==> src/rtl/pixel_stream_fifo.sv <==
// First-word fall-through pixel FIFO with registered ready/valid/threshold flags.
// Define PIXEL_FIFO_STATS_EN to build the saturating underflow/overflow counters.
module pixel_stream_fifo #(
    parameter int unsigned DATA_W     = 25,
    parameter int unsigned DEPTH      = 16,
    parameter int unsigned AFULL_LVL  = DEPTH - 4,
    parameter int unsigned AEMPTY_LVL = 4
) (
    input  logic                       clk_i,
    input  logic                       rstn_i,
    input  logic [DATA_W-1:0]          in_data_i,
    input  logic                       in_valid_i,
    output logic                       in_ready_o,
    output logic [DATA_W-1:0]          out_data_o,
    output logic                       out_valid_o,
    input  logic                       out_ready_i,
    input  logic                       flush_i,
    output logic [$clog2(DEPTH):0]     level_o,
    output logic                       almost_full_o,
    output logic                       almost_empty_o,
    output logic [15:0]                underflow_cnt_o,
    output logic [15:0]                overflow_cnt_o
);

    localparam int unsigned AW = $clog2(DEPTH);
    localparam int unsigned LW = AW + 1;
    localparam logic [LW-1:0] DEPTH_L  = LW'(DEPTH);
    localparam logic [LW-1:0] AFULL_L  = LW'(AFULL_LVL);
    localparam logic [LW-1:0] AEMPTY_L = LW'(AEMPTY_LVL);

    logic [DATA_W-1:0] mem_q [DEPTH];

    logic [LW-1:0] wr_ptr_q, wr_ptr_d;
    logic [LW-1:0] rd_ptr_q, rd_ptr_d;
    logic [LW-1:0] level_q, level_d;
    logic          in_ready_q, in_ready_d;
    logic          out_valid_q, out_valid_d;
    logic          afull_q, afull_d;
    logic          aempty_q, aempty_d;
    logic          push, pop;

    assign push = in_valid_i && in_ready_q && !flush_i;
    assign pop  = out_valid_q && out_ready_i && !flush_i;

    always_comb begin
        wr_ptr_d = wr_ptr_q;
        rd_ptr_d = rd_ptr_q;
        level_d  = level_q;
        if (flush_i) begin
            wr_ptr_d = '0;
            rd_ptr_d = '0;
            level_d  = '0;
        end else begin
            if (push) wr_ptr_d = wr_ptr_q + 1'b1;
            if (pop)  rd_ptr_d = rd_ptr_q + 1'b1;
            case ({push, pop})
                2'b10:   level_d = level_q + 1'b1;
                2'b01:   level_d = level_q - 1'b1;
                default: level_d = level_q;
            endcase
        end
        // Flags are derived from the next level so they line up with level_o
        in_ready_d  = (level_d < DEPTH_L);
        out_valid_d = (level_d != '0);
        afull_d     = (level_d >= AFULL_L);
        aempty_d    = (level_d <= AEMPTY_L);
    end

    always_ff @(posedge clk_i or negedge rstn_i) begin
        if (!rstn_i) begin
            wr_ptr_q    <= '0;
            rd_ptr_q    <= '0;
            level_q     <= '0;
            in_ready_q  <= 1'b0;
            out_valid_q <= 1'b0;
            afull_q     <= 1'b0;
            aempty_q    <= 1'b1;
        end else begin
            wr_ptr_q    <= wr_ptr_d;
            rd_ptr_q    <= rd_ptr_d;
            level_q     <= level_d;
            in_ready_q  <= in_ready_d;
            out_valid_q <= out_valid_d;
            afull_q     <= afull_d;
            aempty_q    <= aempty_d;
        end
    end

    always_ff @(posedge clk_i) begin
        if (push) mem_q[wr_ptr_q[AW-1:0]] <= in_data_i;
    end

    assign out_data_o     = mem_q[rd_ptr_q[AW-1:0]];
    assign out_valid_o    = out_valid_q;
    assign in_ready_o     = in_ready_q;
    assign level_o        = level_q;
    assign almost_full_o  = afull_q;
    assign almost_empty_o = aempty_q;

`ifdef PIXEL_FIFO_STATS_EN
    logic [15:0] underflow_cnt_q;
    logic [15:0] overflow_cnt_q;

    always_ff @(posedge clk_i or negedge rstn_i) begin
        if (!rstn_i) begin
            underflow_cnt_q <= '0;
            overflow_cnt_q  <= '0;
        end else begin
            if (out_ready_i && !out_valid_q && !flush_i && underflow_cnt_q != '1)
                underflow_cnt_q <= underflow_cnt_q + 16'd1;
            if (in_valid_i && !in_ready_q && !flush_i && overflow_cnt_q != '1)
                overflow_cnt_q <= overflow_cnt_q + 16'd1;
        end
    end

    assign underflow_cnt_o = underflow_cnt_q;
    assign overflow_cnt_o  = overflow_cnt_q;
`else
    assign underflow_cnt_o = '0;
    assign overflow_cnt_o  = '0;
`endif

endmodule

==> config.mk <==
export PLATFORM = sky130hd
export DESIGN_NAME = pixel_stream_fifo
export DESIGN_NICKNAME = d
export VERILOG_FILES = /design/src/rtl/pixel_stream_fifo.sv
export SDC_FILE = /design/constraint.sdc
export NUM_CORES = 1
export LEC_CHECK = 0
export CORE_UTILIZATION = 53
export DETAILED_ROUTE_END_ITERATION = 8
export GPL_TIMING_DRIVEN = 0
export PLACE_DENSITY = 0.78
export SYNTH_ARGS = -nofsm -noshare
export SYNTH_HDL_FRONTEND = slang
export SYNTH_SLANG_ARGS = --single-unit
==> constraint.sdc <==
create_clock -name clk_i -period 2.8 [get_ports clk_i]
set_clock_uncertainty 0.05 [all_clocks]
set_input_delay 0.42 -clock clk_i [delete_from_list [all_inputs] [get_ports clk_i]]
set_output_delay 0.42 -clock clk_i [all_outputs]
set_load 0.05 [all_outputs]
==> impl_metrics.py, run 1 <==
metrics = {
    "run_status": {
        "status": "complete, but fails checks",
        "violations": "negative setup slack",
    },
    "synthesis": {
        "synth-edff-count": 400,
        "ys_top_cells_by_count": "edfxtp_1, mux4_2, buf_4",
        "synthCells": 706,
        "seq_area_frac_synth_pct": 76.4,
        "syn_area_per_cell_um2": 23.1,
        "ys.flop_type": "edfxtp_1",
        "yosysWarnings": 0,
        "async_flop_share_pct": 4.08,
        "syn_area_mm2": 0.0163,
        "synth_top_area_share_pct": 73.8,
        "yosys.area.top_type": "edfxtp_1",
        "yosys-top-cells-area": "edfxtp_1, mux4_2, dfrtp_1, buf_4, ha_1",
        "ys_types": 33,
        "ys_ff_latch": 417,
        "yosysMostFrequentCell": "edfxtp_1",
    },
    "die": {
        "die_h_um": 177,
        "initial_core_util_pct": 54.3,
        "die_area_mm2": 0.0314,
        "std_cell_rows": 63,
        "die_w_um": 177,
        "pin_count": 96,
        "coreArea_mm2": 0.0300,
    },
    "routing": {
        "drt_iter0_drc": 895,
        "avgViaCountPerCell": 6.10,
        "wl_um": 36100,
        "postRouteAntennaNets": 0,
        "vias": 7891,
        "drcViolationCount": 0,
        "wire_per_inst_um": 27.9,
        "drt-pass1-iter-count": 5,
    },
    "pwr": {
        "peakVddDrop_mv": 0.461,
        "leakagePower_nw": 6.32,
        "power_w": 0.0142,
        "power_density_mw_per_mm2": 724,
    },
    "clock_tree": {
        "path_clk_slew_ns": 0.06,
        "cts_tree": "built",
        "root_buffer": "clkbuf_16",
        "cts.path.max_buffers": 3,
        "htreeDepth": 2,
        "cts.sinks": 417,
        "numCtsBuffers": 42,
        "clock_latency_ns": 0.52,
    },
    "cells_and_area": {
        "area_delta_synth_final_pct": 20.4,
        "drive_gt1_share_pct": 35.2,
        "antennaDiodeCount": 0,
        "fillers": 1878,
        "final_nets": 909,
        "fin_cells": 1293,
    },
    "global_routing": {
        "antenna_found_initial": 1,
        "grt_pass1_wl_um": 51800,
        "grt_max_degree": 26,
        "grt_pass1_vias": 8003,
        "track_usage_pct": 23.6,
        "gr-total-overflow": 0,
    },
    "worst_setup_path": {
        "arrival_ns": 2.62,
        "crit_family": "multiplexers",
        "cp_slowest_cell": "mux4_2",
        "crit_chain": "buf_12 -> clkbuf_16 -> buf_12 -> mux4_2 -> mux4_2 -> buf_6",
        "worstSetupStartpointType": "flip-flop",
        "worst_path_largest_cell_delay_ns": 0.53,
        "crit_fanout": 10,
        "worstSetupEndpointType": "primary output",
        "crit_type": "reg2out",
        "crit_buf_inv": 4,
        "crit_required_ns": 2.33,
    },
    "sta": {
        "slew_violations": 0,
        "min_period_ns": 3.09,
        "rsz0062_at_grt": "yes",
        "post-route-period-util_pct": 111,
        "final.setup.worst_slack_ns": -0.294,
        "max_freq_mhz": 323,
        "finalSetupViolCount": 25,
        "slew_headroom_pct": 35.5,
        "tightest_slew_ns": 0.965,
        "timing.hold.ws_ns": 0.304,
        "finalHoldViolCount": 0,
        "setup_tns_ns": -6.30,
    },
    "place": {
        "place_ws_ns": -0.837,
        "io_buffers": 62,
        "place.detailed.hpwl_um": 20600,
        "routabilityCongestion": 0.758,
        "place_inst": 1205,
    },
    "worst_hold_path": {
        "hp-class": "in2async",
    },
    "job": {
        "cap_viol_max_count": 0,
    },
}
flip-flops by register name (all words and copies together), names as in the netlist:
signal and count:
mem_q 400, level_o 5, rd_ptr_q 4, wr_ptr_q 4
almost_empty_o 1, almost_full_o 1, in_ready_o 1, out_valid_o 1
path summary, 6_finish.rpt:
path	from	to	slack (ns)	depth (start not counted)
worst max-delay path	rd_ptr_q[0]	out_data_o[10]	-0.29	6
worst min-delay path	rstn_i	level_o[4]	0.30	1
worst max register to register	wr_ptr_q[3]	mem_q[8][15]	0.27	3
worst min register to register	in_ready_o	wr_ptr_q[1]	0.54	2
max in group asynchronous	rstn_i	rd_ptr_q[0]	1.86	1
min in group clk_i	flush_i	level_o[1]	0.32	2
power breakdown:
part	total, W	internal (W)	switching, W	leakage [nW]
Combinational	0.00202	0.000946	0.00108	1.87
Sequential	0.00695	0.00690	0.0000405	3.83
Clock	0.00523	0.00297	0.00226	0.625
layout by cell type, fill, tap and decap left out, types with 8 or more instances in the layout:
master,instances
clkbuf_1,15
nor2_1,11
clkdlybuf4s50_1,37
mux4_2,125
buf_4,49
ha_1,8
buf_8,9
edfxtp_1,400
nand2_1,8
nor2_4,13
buf_6,21
clkinv_1,9
dfrtp_1,14
buf_12,13
conb_1,32
clkbuf_16,44
buf_16,8
final cells by class:
class / instances / area (um2) / share of cell area [%]
sequential: 417 / 12400 / 63.5
inverter: 7 / 26.3 / 0.134
multi-input combinational: 248 / 3650 / 18.6
clock inverter: 21 / 133 / 0.677
timing repair buffer: 90 / 1100 / 5.63
clock buffer: 55 / 1140 / 5.82
tap: 390 / 488 / 2.49
buffer: 65 / 621 / 3.17
repair_timing:
item,CTS,global route
gates cloned,0,1
hold buffers,0,0
buffers inserted,4,7
setup endpoints to repair,25,31
gates resized for setup,173,79
per-stage QoR:
step | cell area (um2) | util (%)
2_1_floorplan | 16400 | -
3_3_place_gp | 17500 | 58.5
3_5_place_dp | 18000 | 60.0
4_1_cts | 19300 | 64.4
5_1_grt | 19600 | 65.4
6_report | 19600 | 65.4
cells by family after synthesis:
logic type,share of synthesized area (%)
flip-flops,76.4
multiplexers,17.5
buffers and inverters,2.84
AND/OR/NAND/NOR,1.60
AO/OA/AOI/OAI,0.592
adder cells (fa/ha/maj),0.615
XOR/XNOR,0.431
other,0.0230
metal layers:
layer / part of all wire (%) / vias up / track usage, %
li1: - / 3235 / -
met1: 39 / 4162 / 31.6
met2: 50 / 439 / 38.9
met5: 0.036 / - / 0
met4: 1.8 / 2 / 6.50
met3: 8.3 / 53 / 5.48
worst register-to-register path: cells and delay by family (launching register included):
family	cells	cell delay [ns]
buffers and inverters	1	0.51
and+or+nand+nor	2	1.26
DFF	1	0.31
(Power assumes the default switching activity.)
==> run 2: changes to the inputs <==
--- a/config.mk
+++ b/config.mk
@@ -5,6 +5,7 @@
 export SDC_FILE = /design/constraint.sdc
 export NUM_CORES = 1
 export LEC_CHECK = 0
+export CORE_ASPECT_RATIO = 0.8
 export CORE_UTILIZATION = 53
 export DETAILED_ROUTE_END_ITERATION = 8
 export GPL_TIMING_DRIVEN = 0
==> run 2 against run 1 <==
The flow still finishes with violations (negative setup slack); global-route usage about the same; setup slack worse by 0.020 ns; sequential cell count unchanged; clock-buffer cell count shrank 6; non-clock buffer count down 10; sequential power about the same; via count shrank 1.6%; worst hold slack lost 0.022 ns; first-iteration DRC count shrank 7.3%; fmax decreased by 0.64%; clock power hardly changed; utilization decreased by 0.056 points.
==> impl_metrics.py, run 2 (same netlist as run 1, synthesis figures left out) <==
metrics = {
    "run_status": {
        "status": "complete, but fails checks",
        "violations": "negative setup slack",
    },
    "sta": {
        "final.setup.worst_slack_ns": -0.314,
        "slew_headroom_pct": 28.4,
        "post-route-period-util_pct": 111,
        "setup_tns_ns": -6.28,
        "finalSetupViolCount": 25,
        "min_period_ns": 3.11,
        "timing.hold.ws_ns": 0.282,
        "tightest_slew_ns": 1.07,
        "max_freq_mhz": 321,
        "rsz0062_at_grt": "yes",
        "finalHoldViolCount": 0,
        "slew_violations": 0,
    },
    "clock_tree": {
        "hold_buffers": 0,
        "numCtsBuffers": 39,
        "clock_latency_ns": 0.52,
        "htreeDepth": 2,
        "root_buffer": "clkbuf_16",
        "cts.path.max_buffers": 3,
        "cts_tree": "built",
        "path_clk_slew_ns": 0.06,
        "cts.sinks": 417,
    },
    "die": {
        "die_area_mm2": 0.0314,
        "pin_count": 96,
        "die_h_um": 159,
        "die_w_um": 198,
        "std_cell_rows": 56,
        "coreArea_mm2": 0.0298,
        "initial_core_util_pct": 54.7,
    },
    "worst_setup_path": {
        "crit_fanout": 10,
        "worstSetupStartpointType": "flip-flop",
        "crit_required_ns": 2.33,
        "worstSetupEndpointType": "primary output",
        "crit_type": "reg2out",
        "arrival_ns": 2.64,
    },
    "pwr": {
        "peakVddDrop_mv": 0.519,
        "power_density_mw_per_mm2": 721,
        "leakagePower_nw": 6.23,
    },
    "global_routing": {
        "track_usage_pct": 23.6,
        "grt_pass1_wl_um": 52500,
        "gr-total-overflow": 0,
        "antenna_found_initial": 1,
        "grt_pass1_vias": 8156,
        "grt_max_degree": 21,
    },
    "cells_and_area": {
        "drive_gt1_share_pct": 35.0,
        "final_cell_mix": "edfxtp_1, mux4_2, buf_4, clkbuf_16, clkdlybuf4s50_1",
        "final_util_pct": 65.4,
        "largest_reg_flops": 400,
        "fillers": 1869,
        "antennaDiodeCount": 0,
        "fin_cells": 1294,
        "final_common_cell": "edfxtp_1",
        "final_nets": 896,
        "area_delta_synth_final_pct": 19.6,
    },
    "routing": {
        "wire_per_inst_um": 27.5,
        "vias": 7761,
        "drt-pass1-iter-count": 5,
        "drt_iter0_drc": 830,
        "drcViolationCount": 0,
        "postRouteAntennaNets": 0,
        "avgViaCountPerCell": 6.00,
        "wl_um": 35600,
    },
    "place": {
        "place.detailed.hpwl_um": 21900,
        "routabilityCongestion": 0.757,
        "place_ws_ns": -0.827,
        "io_buffers": 62,
        "place_inst": 1221,
    },
    "worst_hold_path": {
        "hp-class": "in2reg",
    },
    "job": {
        "cap_viol_max_count": 0,
    },
}
## run 2: changes by cell type in the layout (fill, tap and decap cells not counted), sizes merged
cell,change
bufinv,+3
buf,-9
clkinv,-5
clkbuf,-7
inv,+1
clkinvlp,+2
## run 2: final timing paths
kind | depth (start not counted) | to | slack, ns | from
max reg2reg | 10 | out_valid_o | 0.27 | out_valid_o
max in group asynchronous | 1 | rd_ptr_q[0] | 1.87 | rstn_i
min | 2 | level_o[0] | 0.28 | flush_i
min in group asynchronous | 1 | rd_ptr_q[2] | 0.29 | rstn_i
min reg2reg | 2 | rd_ptr_q[1] | 0.55 | out_valid_o
max | 5 | out_data_o[22] | -0.31 | rd_ptr_q[0]
## run 2: report_power, final
| part | internal, W | total, W | switching [W] |
|---|---|---|---|
| clock network | 0.00297 | 0.00521 | 0.00224 |
| logic | 0.000844 | 0.00188 | 0.00104 |
| registers | 0.00690 | 0.00694 | 0.0000414 |
## run 2: timing repair
item                                    in CTS  in global routing
gates resized for setup                    205                 16
pin swaps                                    0                  1
buffers inserted                             2                  0
endpoints found under the hold margin        0                  0
endpoints found under the setup margin      26                 44
## run 2: routing by layer
layer	vias to the layer above	share of wire, %	track usage, %	wire (um)
li1	3196	-	-	-
met1	4096	40	33.3	14200
met2	409	49	37.1	17500
met3	60	9.0	5.35	3210
met4	0	2.0	7.12	709
met5	-	0	0	0
## run 2: cell type report
type,count,area [um2],share of cell area [%]
buffer,65,573,2.94
clock buffer,49,1010,5.21
clock inverter,22,235,1.21
inverter,7,26.3,0.135
multi-input combinational,248,3650,18.7
sequential,417,12400,63.9
tap,406,508,2.61
timing repair buffer,80,1020,5.26
## run 2: worst max-delay path, cell delays in order, from the launching register on
cell     delay, ns
dfrtp_2       0.45
buf_12        0.20
buf_8         0.19
mux4_2        0.50
mux4_2        0.55
buf_4         0.22
## run 2: stage by stage
step	power (W)	instance area [um2]
2_1_floorplan	0.00832	16400
3_3_place_gp	0.00881	17500
3_5_place_dp	0.00887	18100
4_1_cts	0.0141	19400
5_1_grt	0.0144	19500
6_report	0.0140	19500
